File: src/rtl/mult_pkg.sv
// Shared constants, FSM state and Booth recoding for the sequential signed multiplier.
// MULT_EARLY_ZERO_EN (optional) lets zero operands skip straight to completion.
package mult_pkg;

    localparam int MULT_W     = 32;
    localparam int MULT_STEPS = 32;
    localparam int CNT_W      = 6;

    typedef enum logic [1:0] {
        IDLE,
        RUN,
        DONE
    } mult_state_t;

    typedef enum logic [1:0] {
        NOP,
        ADD,
        SUB
    } booth_op_t;

    // Radix-2 Booth recoding of {Q[0], Q-1}
    function automatic booth_op_t booth_decode(input logic q0, input logic q_m1);
        case ({q0, q_m1})
            2'b01:   return ADD;
            2'b10:   return SUB;
            default: return NOP;
        endcase
    endfunction

endpackage

File: src/rtl/mult_unit_if.sv
// Control-unit <-> multiplier bus: start request, operands, product words and status.
interface mult_unit_if;

    logic                        mult_control;
    logic [mult_pkg::MULT_W-1:0] a_in;
    logic [mult_pkg::MULT_W-1:0] b_in;
    logic [mult_pkg::MULT_W-1:0] hi_out;
    logic [mult_pkg::MULT_W-1:0] lo_out;
    logic                        mult_end;
    logic                        busy;

    modport master (
        output mult_control, a_in, b_in,
        input  hi_out, lo_out, mult_end, busy
    );

    modport slave (
        input  mult_control, a_in, b_in,
        output hi_out, lo_out, mult_end, busy
    );

endinterface

File: src/rtl/booth_step.sv
// One combinational Booth iteration: conditional add/sub of M, then arithmetic
// right shift of {acc, Q, Q-1}. Zero latency, no flow control.
module booth_step
    import mult_pkg::*;
(
    input  logic [MULT_W:0]   acc,
    input  logic [MULT_W:0]   m,
    input  logic [MULT_W-1:0] q,
    input  logic              q_m1,
    output logic [MULT_W:0]   acc_nxt,
    output logic [MULT_W-1:0] q_nxt,
    output logic              q_m1_nxt
);

    logic [MULT_W:0] sum;

    always_comb begin
        sum = acc;
        case (booth_decode(q[0], q_m1))
            ADD:     sum = acc + m;
            SUB:     sum = acc - m;
            default: sum = acc;
        endcase
        acc_nxt  = {sum[MULT_W], sum[MULT_W:1]};
        q_nxt    = {sum[0], q[MULT_W-1:1]};
        q_m1_nxt = q[0];
    end

endmodule

File: src/rtl/mult_unit.sv
// Sequential 32x32 signed Booth multiplier; 33-cycle fixed latency start-to-mult_end.
// Starts are ignored while busy; MULT_EARLY_ZERO_EN finishes zero-operand starts in one cycle.
module mult_unit
    import mult_pkg::*;
(
    input  logic      clk,
    input  logic      reset,
    mult_unit_if.slave bus
);

    mult_state_t       state, state_nxt;
    logic [MULT_W:0]   acc, m;
    logic [MULT_W-1:0] q;
    logic              q_m1;
    logic [CNT_W-1:0]  cnt;
    logic [MULT_W-1:0] hi_q, lo_q;
    logic              start, zero_op, last_step;
    logic [MULT_W:0]   acc_step;
    logic [MULT_W-1:0] q_step;
    logic              q_m1_step;

    booth_step u_step (
        .acc      (acc),
        .m        (m),
        .q        (q),
        .q_m1     (q_m1),
        .acc_nxt  (acc_step),
        .q_nxt    (q_step),
        .q_m1_nxt (q_m1_step)
    );

    assign last_step = (cnt == CNT_W'(MULT_STEPS - 1));

`ifdef MULT_EARLY_ZERO_EN
    assign zero_op = (bus.a_in == '0) || (bus.b_in == '0);
`else
    assign zero_op = 1'b0;
`endif

    always_comb begin
        state_nxt = state;
        start     = 1'b0;
        case (state)
            IDLE: begin
                if (bus.mult_control) begin
                    start     = 1'b1;
                    state_nxt = zero_op ? DONE : RUN;
                end
            end
            RUN:     if (last_step) state_nxt = DONE;
            DONE:    state_nxt = IDLE;
            default: state_nxt = IDLE;
        endcase
    end

    always_ff @(posedge clk) begin
        if (reset) begin
            state <= IDLE;
            acc   <= '0;
            m     <= '0;
            q     <= '0;
            q_m1  <= 1'b0;
            cnt   <= '0;
            hi_q  <= '0;
            lo_q  <= '0;
        end else begin
            state <= state_nxt;
            if (start) begin
                acc  <= '0;
                m    <= {bus.a_in[MULT_W-1], bus.a_in};
                q    <= bus.b_in;
                q_m1 <= 1'b0;
                cnt  <= '0;
                if (zero_op) begin
                    hi_q <= '0;
                    lo_q <= '0;
                end
            end else if (state == RUN) begin
                acc  <= acc_step;
                q    <= q_step;
                q_m1 <= q_m1_step;
                cnt  <= cnt + 1'b1;
                // Result words only move on the final step so HI/LO hold during RUN
                if (last_step) begin
                    hi_q <= acc_step[MULT_W-1:0];
                    lo_q <= q_step;
                end
            end
        end
    end

    assign bus.hi_out   = hi_q;
    assign bus.lo_out   = lo_q;
    assign bus.mult_end = (state == DONE);
    assign bus.busy     = (state != IDLE);

endmodule

File: src/flat_wrapper.sv
// flat-port wrapper written by rule: the top's interface ports become plain ports
module mult_unit_flat import mult_pkg::*;
  (clk, reset, bus_mult_control, bus_a_in, bus_b_in, bus_hi_out, bus_lo_out, bus_mult_end, bus_busy);
  mult_unit_if bus_i ();
  input  logic clk;
  input  logic reset;
  input wire logic [$bits(bus_i.mult_control)-1:0] bus_mult_control;
  input wire logic [$bits(bus_i.a_in)-1:0] bus_a_in;
  input wire logic [$bits(bus_i.b_in)-1:0] bus_b_in;
  output wire logic [$bits(bus_i.hi_out)-1:0] bus_hi_out;
  output wire logic [$bits(bus_i.lo_out)-1:0] bus_lo_out;
  output wire logic [$bits(bus_i.mult_end)-1:0] bus_mult_end;
  output wire logic [$bits(bus_i.busy)-1:0] bus_busy;
  assign bus_i.mult_control = bus_mult_control;
  assign bus_i.a_in = bus_a_in;
  assign bus_i.b_in = bus_b_in;
  assign bus_hi_out = bus_i.hi_out;
  assign bus_lo_out = bus_i.lo_out;
  assign bus_mult_end = bus_i.mult_end;
  assign bus_busy = bus_i.busy;
  mult_unit u_core (.clk(clk), .reset(reset), .bus(bus_i));
endmodule
File: config.mk
export PLATFORM = sky130hd
export DESIGN_NAME = mult_unit_flat
export DESIGN_NICKNAME = d
export VERILOG_FILES = /design/src/rtl/mult_pkg.sv /design/src/rtl/mult_unit_if.sv /design/src/rtl/booth_step.sv /design/src/rtl/mult_unit.sv /design/src/flat_wrapper.sv
export SDC_FILE = /design/constraint.sdc
export NUM_CORES = 1
export LEC_CHECK = 0
export CAP_MARGIN = 30
export CELL_PAD_IN_SITES_DETAIL_PLACEMENT = 0
export CELL_PAD_IN_SITES_GLOBAL_PLACEMENT = 2
export CORE_MARGIN = 1.5
export CORE_UTILIZATION = 28
export CTS_BUF_LIST = sky130_fd_sc_hd__clkbuf_16
export DETAILED_ROUTE_END_ITERATION = 12
export PLACE_DENSITY_LB_ADDON = 0.1
export SYNTH_ARGS = -nofsm -noshare
export SYNTH_HDL_FRONTEND = slang
export SYNTH_SLANG_ARGS = --single-unit
File: constraint.sdc
create_clock -name clk -period 8.4 [get_ports clk]
set_clock_uncertainty 0.05 [all_clocks]
set_input_delay 2.1 -clock clk [delete_from_list [all_inputs] [get_ports clk]]
set_output_delay 2.1 -clock clk [all_outputs]
set_load 0.02 [all_outputs]
==> qor_table.md, run 1 <==
| Quantity | Value | Unit |
|:---|:---|:---|
| Hold buffer count at cts | 0 | - |
| Async S/R FF share, synth | 0 | % |
| Reg area | 3380 | um^2 |
| Placed cell area | 10300 | um^2 |
| Top post-synthesis cells by area | dfxtp_1, a21oi_1, nand2_1 | - |
| Area leader, netlist | dfxtp_1 | - |
| Overflow after GRT | 0 | - |
| Path type of the worst setup path | reg2reg | - |
| Final-layout worst hold slack | 0.406 | ns |
| Fillers | 3210 | - |
| Post-Place Cells | 1579 | - |
| H-Tree Depth | 4 | - |
| Cells after Synth | 1112 | - |
| Number of global-route vias before repair | 7531 | - |
| Run status | complete, no violations | - |
| Most numerous cell in the Yosys netlist | nand2_1 | - |
| Worst slew margin relative to its limit | 36.5 | % |
| Routability congestion estimate from global placement | 0.826 | - |
| CTS Buf Count | 17 | - |
| Final Critical Period | 5.03 | ns |
| Final non-filler cell total | 1612 | - |
| Setup slack after placement | 3.39 | ns |
| Cells on worst reg2reg path | 14 | - |
| Residual DRC | 0 | - |
| Final Hold Vio Count | 0 | - |
| Number of nets with antenna violations after detailed routing | 0 | - |
| Maximum VDD drop | 0.000112 | V |
| Total Negative Setup Slacks | 0 | ns |
| Final Slew Violations | 0 | - |
| Highest net fanout along the worst path | 6 | - |
| Number of input and output port buffers inserted | 132 | - |
| Fin worst setup slack | 3.37 | ns |
| Post-CTS Setup Repair Bufs | 0 | - |
| Final Net Count | 1305 | - |
| Top-level I/O count | 133 | - |
| CP endpoint kind | flip-flop | - |
| Number of violations of the max-capacitance limit | 0 | - |
| Count of endpoints failing setup in the final report | 0 | - |
| Relative area change from synthesis to final layout | 26.6 | % |
| Required time of the critical path | 8.71 | ns |
| Die extent in y | 179 | um |
| Detailed Route Iter0 Violations | 436 | - |
| Met3 routed wirelength | 1.33 | mm |
| Number of sinks driven by the clock tree | 169 | - |
| Layout cells sized above 1 | 5.51 | % |
| Reg clk slew, reported paths | 0.07 | ns |
| Distinct cell type count of the synthesized netlist | 60 | - |
| Global-route wire length before repair | 42.4 | mm |
| Pre-antenna DRT Iters | 5 | - |
| Final std cell area, no fill | 11000 | um^2 |
| Area of the multi-input gates | 4970 | um^2 |
| Clock Root Buffer | clkbuf_16 | - |
| RSZ-0062 raised after global routing | false | - |
| Main flop type after synthesis | dfxtp_1 | - |
| Data arrival time of the critical path | 5.34 | ns |
| Area share of the largest cell type after synthesis | 39.0 | % |
| Critical Path Max Stage Delay | 0.60 | ns |
| Ratio of routed vias to standard cells | 4.89 | - |
| Post-cts sizing count | 0 | - |
| Area of the core | 30500 | um^2 |
| CTS Buffer Depth | 2 | - |
| Worst-margin pin slew | 0.952 | ns |
| Logic depth of the worst setup path including buffers | 14 | - |
| Startpoint type of the worst setup path | flip-flop | - |
| Register bit count reported by yosys | 169 | - |
| Post-synth EDFFs | 0 | - |
| HPWL after DPL | 19.2 | mm |
| Detail-routed net length per standard cell | 16.8 | um |
| Highest Signal Layer | met5 | - |
| Buf+Inv Stages, Crit Path | 0 | - |
| Power density over the cells | 201 | nW/um^2 |
| Sequential element share of the synthesized area | 39.0 | % |
| TritonCTS clock tree | yes | - |
| Die area | 32000 | um^2 |
| Cell type of the slowest stage on the worst timing path | or4_4 | - |
| Peak Freq | 199 | MHz |
| Critical-path cell list | or4_4 > nor4b_2 > and3b_1 > nor3b_1 > a21oi_1 > xnor2_1 > ha_1 > a21o_1 > o41ai_1 > o2bb2ai_1 > a2111o_1 > a2111oi_2 > a311oi_1 > a211oi_2 | - |
| Detailed-routing wirelength on met1 | 14.3 | mm |
| Count of yosys warnings during synthesis | 0 | - |
| Util after Layout | 36.0 | % |
| Final Routed Wirelength | 27.1 | mm |
| Hold Crit Class | reg2reg | - |
| Commonest cells post-synth | nand2_1, dfxtp_1, a21oi_1 | - |
| Initial cell density of the core | 28.4 | % |
| Detailed route wirelength on metal2 | 11.3 | mm |
| Global router's overall resource usage | 17.2 | % |
| Via count | 7890 | - |
| Clock insertion delay at the later pin of the skew report | 0.44 | ns |
| Pin count of the biggest net entering global routing | 82 | - |
| Worst Hold Path Cells | 2 | - |
| Mapped Area | 8670 | um^2 |
| Leakage power of the design | 3.98 | nW |
| Antenna violations before repair | 5 | - |
| Chip width | 179 | um |
| Average cell area after synthesis | 7.80 | um^2 |
| Final critical-path share of the clock period | 59.9 | % |
| Largest delay share family, worst path | compound AO/OA/AOI/OAI gates | - |
| Nets in the synthesized netlist | 1215 | - |
| Power, Total | 2.20 | mW |
| Site row count | 64 | - |
-- flip-flops by register name, indices dropped and copies added, names as in the netlist --
signal / cells
u_core.acc: 32
u_core.bus.hi_out: 32
u_core.bus.lo_out: 32
u_core.cnt: 6
u_core.m: 32
u_core.q: 32
u_core.q_m1: 1
u_core.state: 2
-- cell families after synthesis --
kind of cell	share of synthesized area, %
AO/OA/AOI/OAI	23.6
XOR/XNOR	6.16
adder cells (fa/ha/maj)	5.28
buffers and inverters	3.85
flip-flops	39.0
multiplexers	1.04
AND/OR/NAND/NOR	21.0
-- power by group --
part           leakage (nW)  internal, mW  switching, mW
clock                 0.318         0.487          0.394
combinational          2.28         0.187          0.272
sequential             1.37         0.830         0.0317
-- final cells by class --
class / count / share of cell area, %
Timing Repair Buffer: 143 / 12.8
Sequential cell: 169 / 30.8
Tap cell: 396 / 4.51
Clock inverter: 15 / 2.10
Clock buffer: 17 / 3.88
Multi-Input combinational cell: 854 / 45.3
Antenna cell: 1 / 0.0228
Inverter: 17 / 0.581
-- worst register-to-register path, cell delays in order, from the launching register on --
cell and delay (ns):
dfxtp_1 0.36, or4_4 0.60, nor4b_2 0.37, and3b_1 0.33, nor3b_1 0.47, a21oi_1 0.16, xnor2_1 0.16, ha_1 0.35
a21o_1 0.22, o41ai_1 0.58, o2bb2ai_1 0.13, a2111o_1 0.48, a2111oi_2 0.37, a311oi_1 0.11, a211oi_2 0.22
-- cell usage in the layout, fill, tap and decap left out, types with 9 or more instances in the layout --
cell and n:
nand2_1 208, dfxtp_1 169, a21oi_1 165, clkdlybuf4s50_1 131
nor2_1 119, xnor2_1 44, ha_1 34, a22oi_1 32
a211oi_1 31, o21ai_0 30, nor3_1 23, inv_1 17
a21o_1 17, xor2_1 17, clkbuf_16 17, nand2b_1 12
buf_4 12, a31oi_1 10, mux2i_1 9
-- per-layer routing --
layer	up-vias	track usage, %
met2	110	24.8
met3	17	4.92
met4	4	3.85
met1	3679	25.0
met5	-	0
li1	4080	-
-- worst paths after layout --
kind / from / to / slack [ns]
setup / recovery: u_core.m[5] / u_core.bus.hi_out[30] / 3.37
hold / removal: u_core.bus.lo_out[22] / u_core.bus.lo_out[22] / 0.41
setup reg to reg: u_core.m[5] / u_core.bus.hi_out[30] / 3.37
hold reg to reg: u_core.bus.lo_out[22] / u_core.bus.lo_out[22] / 0.41
Power figures use the tool's default switching activity.
==> inputs of run 2 (changes only) <==
==> constraint.sdc (replaced) <==
create_clock -name clk -period 4.1 [get_ports clk]
set_clock_uncertainty 0.05 [all_clocks]
set_input_delay 1.025 -clock clk [delete_from_list [all_inputs] [get_ports clk]]
set_output_delay 1.025 -clock clk [all_outputs]
set_load 0.02 [all_outputs]
==> run 2 against run 1 <==
- the run now ends with negative setup slack left
- cell area is 9.3% higher
- sequential power is 100% higher
- largest cell class unchanged
- hold slack worse by 0.0016 ns
- critical endpoint unchanged
- setup slack worse by 3.5 ns
- non-clock buffer count is 99 higher
==> qor_table.md, run 2 (synthesis gave the netlist of run 1 again) <==
| Quantity | Value | Unit |
|:---|:---|:---|
| Run status | complete, but fails checks | - |
| Violations in the final reports | negative setup slack | - |
| Cell type of the slowest stage on the worst timing path | or4_4 | - |
| Die area | 32000 | um^2 |
| Setup slack after placement | -0.294 | ns |
| CTS Buffer Depth | 2 | - |
| Die extent in y | 179 | um |
| Pre-antenna DRT Iters | 5 | - |
| CP endpoint kind | flip-flop | - |
| Top-level I/O count | 133 | - |
| Power density over the cells | 386 | nW/um^2 |
| Area of the core | 30500 | um^2 |
| Relative area change from synthesis to final layout | 38.4 | % |
| Leading cell type in the layout, fill and taps excluded | nand2_1 | - |
| Final Hold Vio Count | 0 | - |
| Number of input and output port buffers inserted | 132 | - |
| Final Slew Violations | 0 | - |
| Worst-margin pin slew | 0.995 | ns |
| Power, Total | 4.63 | mW |
| Reg clk slew, reported paths | 0.07 | ns |
| H-Tree Depth | 4 | - |
| Commonest non-fill, non-tap cells in the layout | nand2_1, dfxtp_1, a21oi_1 | - |
| Number of sinks driven by the clock tree | 169 | - |
| Total Negative Setup Slacks | -0.260 | ns |
| Detailed Route Iter0 Violations | 338 | - |
| Fin worst setup slack | -0.104 | ns |
| Cells on worst reg2reg path | 16 | - |
| Highest net fanout along the worst path | 4 | - |
| Ratio of routed vias to standard cells | 4.78 | - |
| Final Critical Period | 4.20 | ns |
| Detail-routed net length per standard cell | 16.1 | um |
| Residual DRC | 0 | - |
| Worst slew margin relative to its limit | 33.7 | % |
| Worst Hold Path Cells | 2 | - |
| Peak Freq | 238 | MHz |
| Final Net Count | 1404 | - |
| Final critical-path share of the clock period | 103 | % |
| Number of nets with antenna violations after detailed routing | 0 | - |
| Util after Layout | 39.3 | % |
| CTS Buf Count | 17 | - |
| Site row count | 64 | - |
| Pin count of the biggest net entering global routing | 91 | - |
| Final non-filler cell total | 1711 | - |
| Leakage power of the design | 4.55 | nW |
| Number of global-route vias before repair | 7823 | - |
| Overflow after GRT | 0 | - |
| Critical Path Max Stage Delay | 0.56 | ns |
| Final std cell area, no fill | 12000 | um^2 |
| Via count | 8178 | - |
| Maximum VDD drop | 0.000257 | V |
| Hold Crit Class | reg2reg | - |
| Final Routed Wirelength | 27.5 | mm |
| Final-layout worst hold slack | 0.405 | ns |
| Clock insertion delay at the later pin of the skew report | 0.44 | ns |
| Startpoint type of the worst setup path | flip-flop | - |
| Required time of the critical path | 4.40 | ns |
| Routability congestion estimate from global placement | 0.808 | - |
| Chip width | 179 | um |
| Global-route wire length before repair | 43.7 | mm |
| Post-Place Cells | 1669 | - |
| Hold buffer count at cts | 0 | - |
| Global router's overall resource usage | 17.7 | % |
| RSZ-0062 raised after global routing | true | - |
| Critical-path cell list | or4_4 > nor4b_4 > and3b_2 > nor3b_4 > a21oi_1 > xnor2_1 > ha_1 > a21o_1 > buf_4 > o21bai_1 > o41ai_4 > o2bb2ai_1 > a2111o_1 > a2111oi_4 > a311oi_4 > a211oi_2 | - |
| Layout cells sized above 1 | 15.8 | % |
| Path type of the worst setup path | reg2reg | - |
| HPWL after DPL | 20.0 | mm |
| Data arrival time of the critical path | 4.50 | ns |
| Count of endpoints failing setup in the final report | 3 | - |
| Initial cell density of the core | 28.4 | % |
| Number of violations of the max-capacitance limit | 0 | - |
| Clock Root Buffer | clkbuf_16 | - |
| TritonCTS clock tree | yes | - |
| Antenna violations before repair | 4 | - |
| Placed cell area | 11000 | um^2 |
==> run 2: cell count changes in the layout (fill, tap and decap cells not counted), moves of 3 or more <==
cell,delta
buf_4,+92
a21oi_1,-16
a21oi_2,+14
o21ai_0,-9
o21ai_1,+7
buf_6,+5
clkinv_8,-4
a211oi_1,-3
a211oi_2,+3
==> run 2: routing by layer <==
metal | part of all wire, % | routed length (um) | global-route usage [%] | vias to the layer above
met5 | 0.16 | 44 | 0 | -
met4 | 0.99 | 273 | 4.34 | 6
met3 | 4.9 | 1350 | 4.83 | 19
li1 | - | - | - | 4259
met1 | 52 | 14400 | 25.5 | 3775
met2 | 42 | 11500 | 25.6 | 119
==> run 2: cell type report <==
type / instances / area [um^2]
multi-input cells: 854 / 5270
diodes: 1 / 2.50
inverters: 17 / 63.8
well taps: 396 / 495
repair buffers: 242 / 2190
flip-flops and latches: 169 / 3380
clock inverters: 15 / 163
clock buffers: 17 / 425
fillers: 3182 / 18500
==> run 2: worst paths after layout <==
| path | startpoint | slack (ns) | endpoint |
|---|---|---|---|
| max | u_core.m[8] | -0.10 | u_core.bus.hi_out[30] |
| min | u_core.bus.lo_out[22] | 0.40 | u_core.bus.lo_out[22] |
| min reg2reg | u_core.bus.lo_out[22] | 0.40 | u_core.bus.lo_out[22] |
| max reg2reg | u_core.m[8] | -0.10 | u_core.bus.hi_out[30] |
==> run 2: critical path: cells and delay by family (launching register included) <==
kind / cells / cell delay (ns)
AOI/OAI and AO/OA: 9 / 1.85
and+or+nand+nor: 4 / 1.38
DFF: 1 / 0.32
adders and majority gates: 1 / 0.21
xor gates and xnor gates: 1 / 0.16
buffers and inverters: 1 / 0.14
==> run 2: power by group <==
group | internal, mW | total [mW] | switching [mW] | leakage, nW
combinational | 0.564 | 1.19 | 0.629 | 2.88
sequential | 1.70 | 1.76 | 0.0556 | 1.37
clock | 0.914 | 1.68 | 0.765 | 0.293
total | 3.18 | 4.63 | 1.45 | 4.55
==> run 2: repair_timing <==
action | CTS | global route
buffers inserted | 4 | 6
resized for setup | 21 | 44
setup endpoints to repair | 14 | 27
pin swaps | 20 | 29
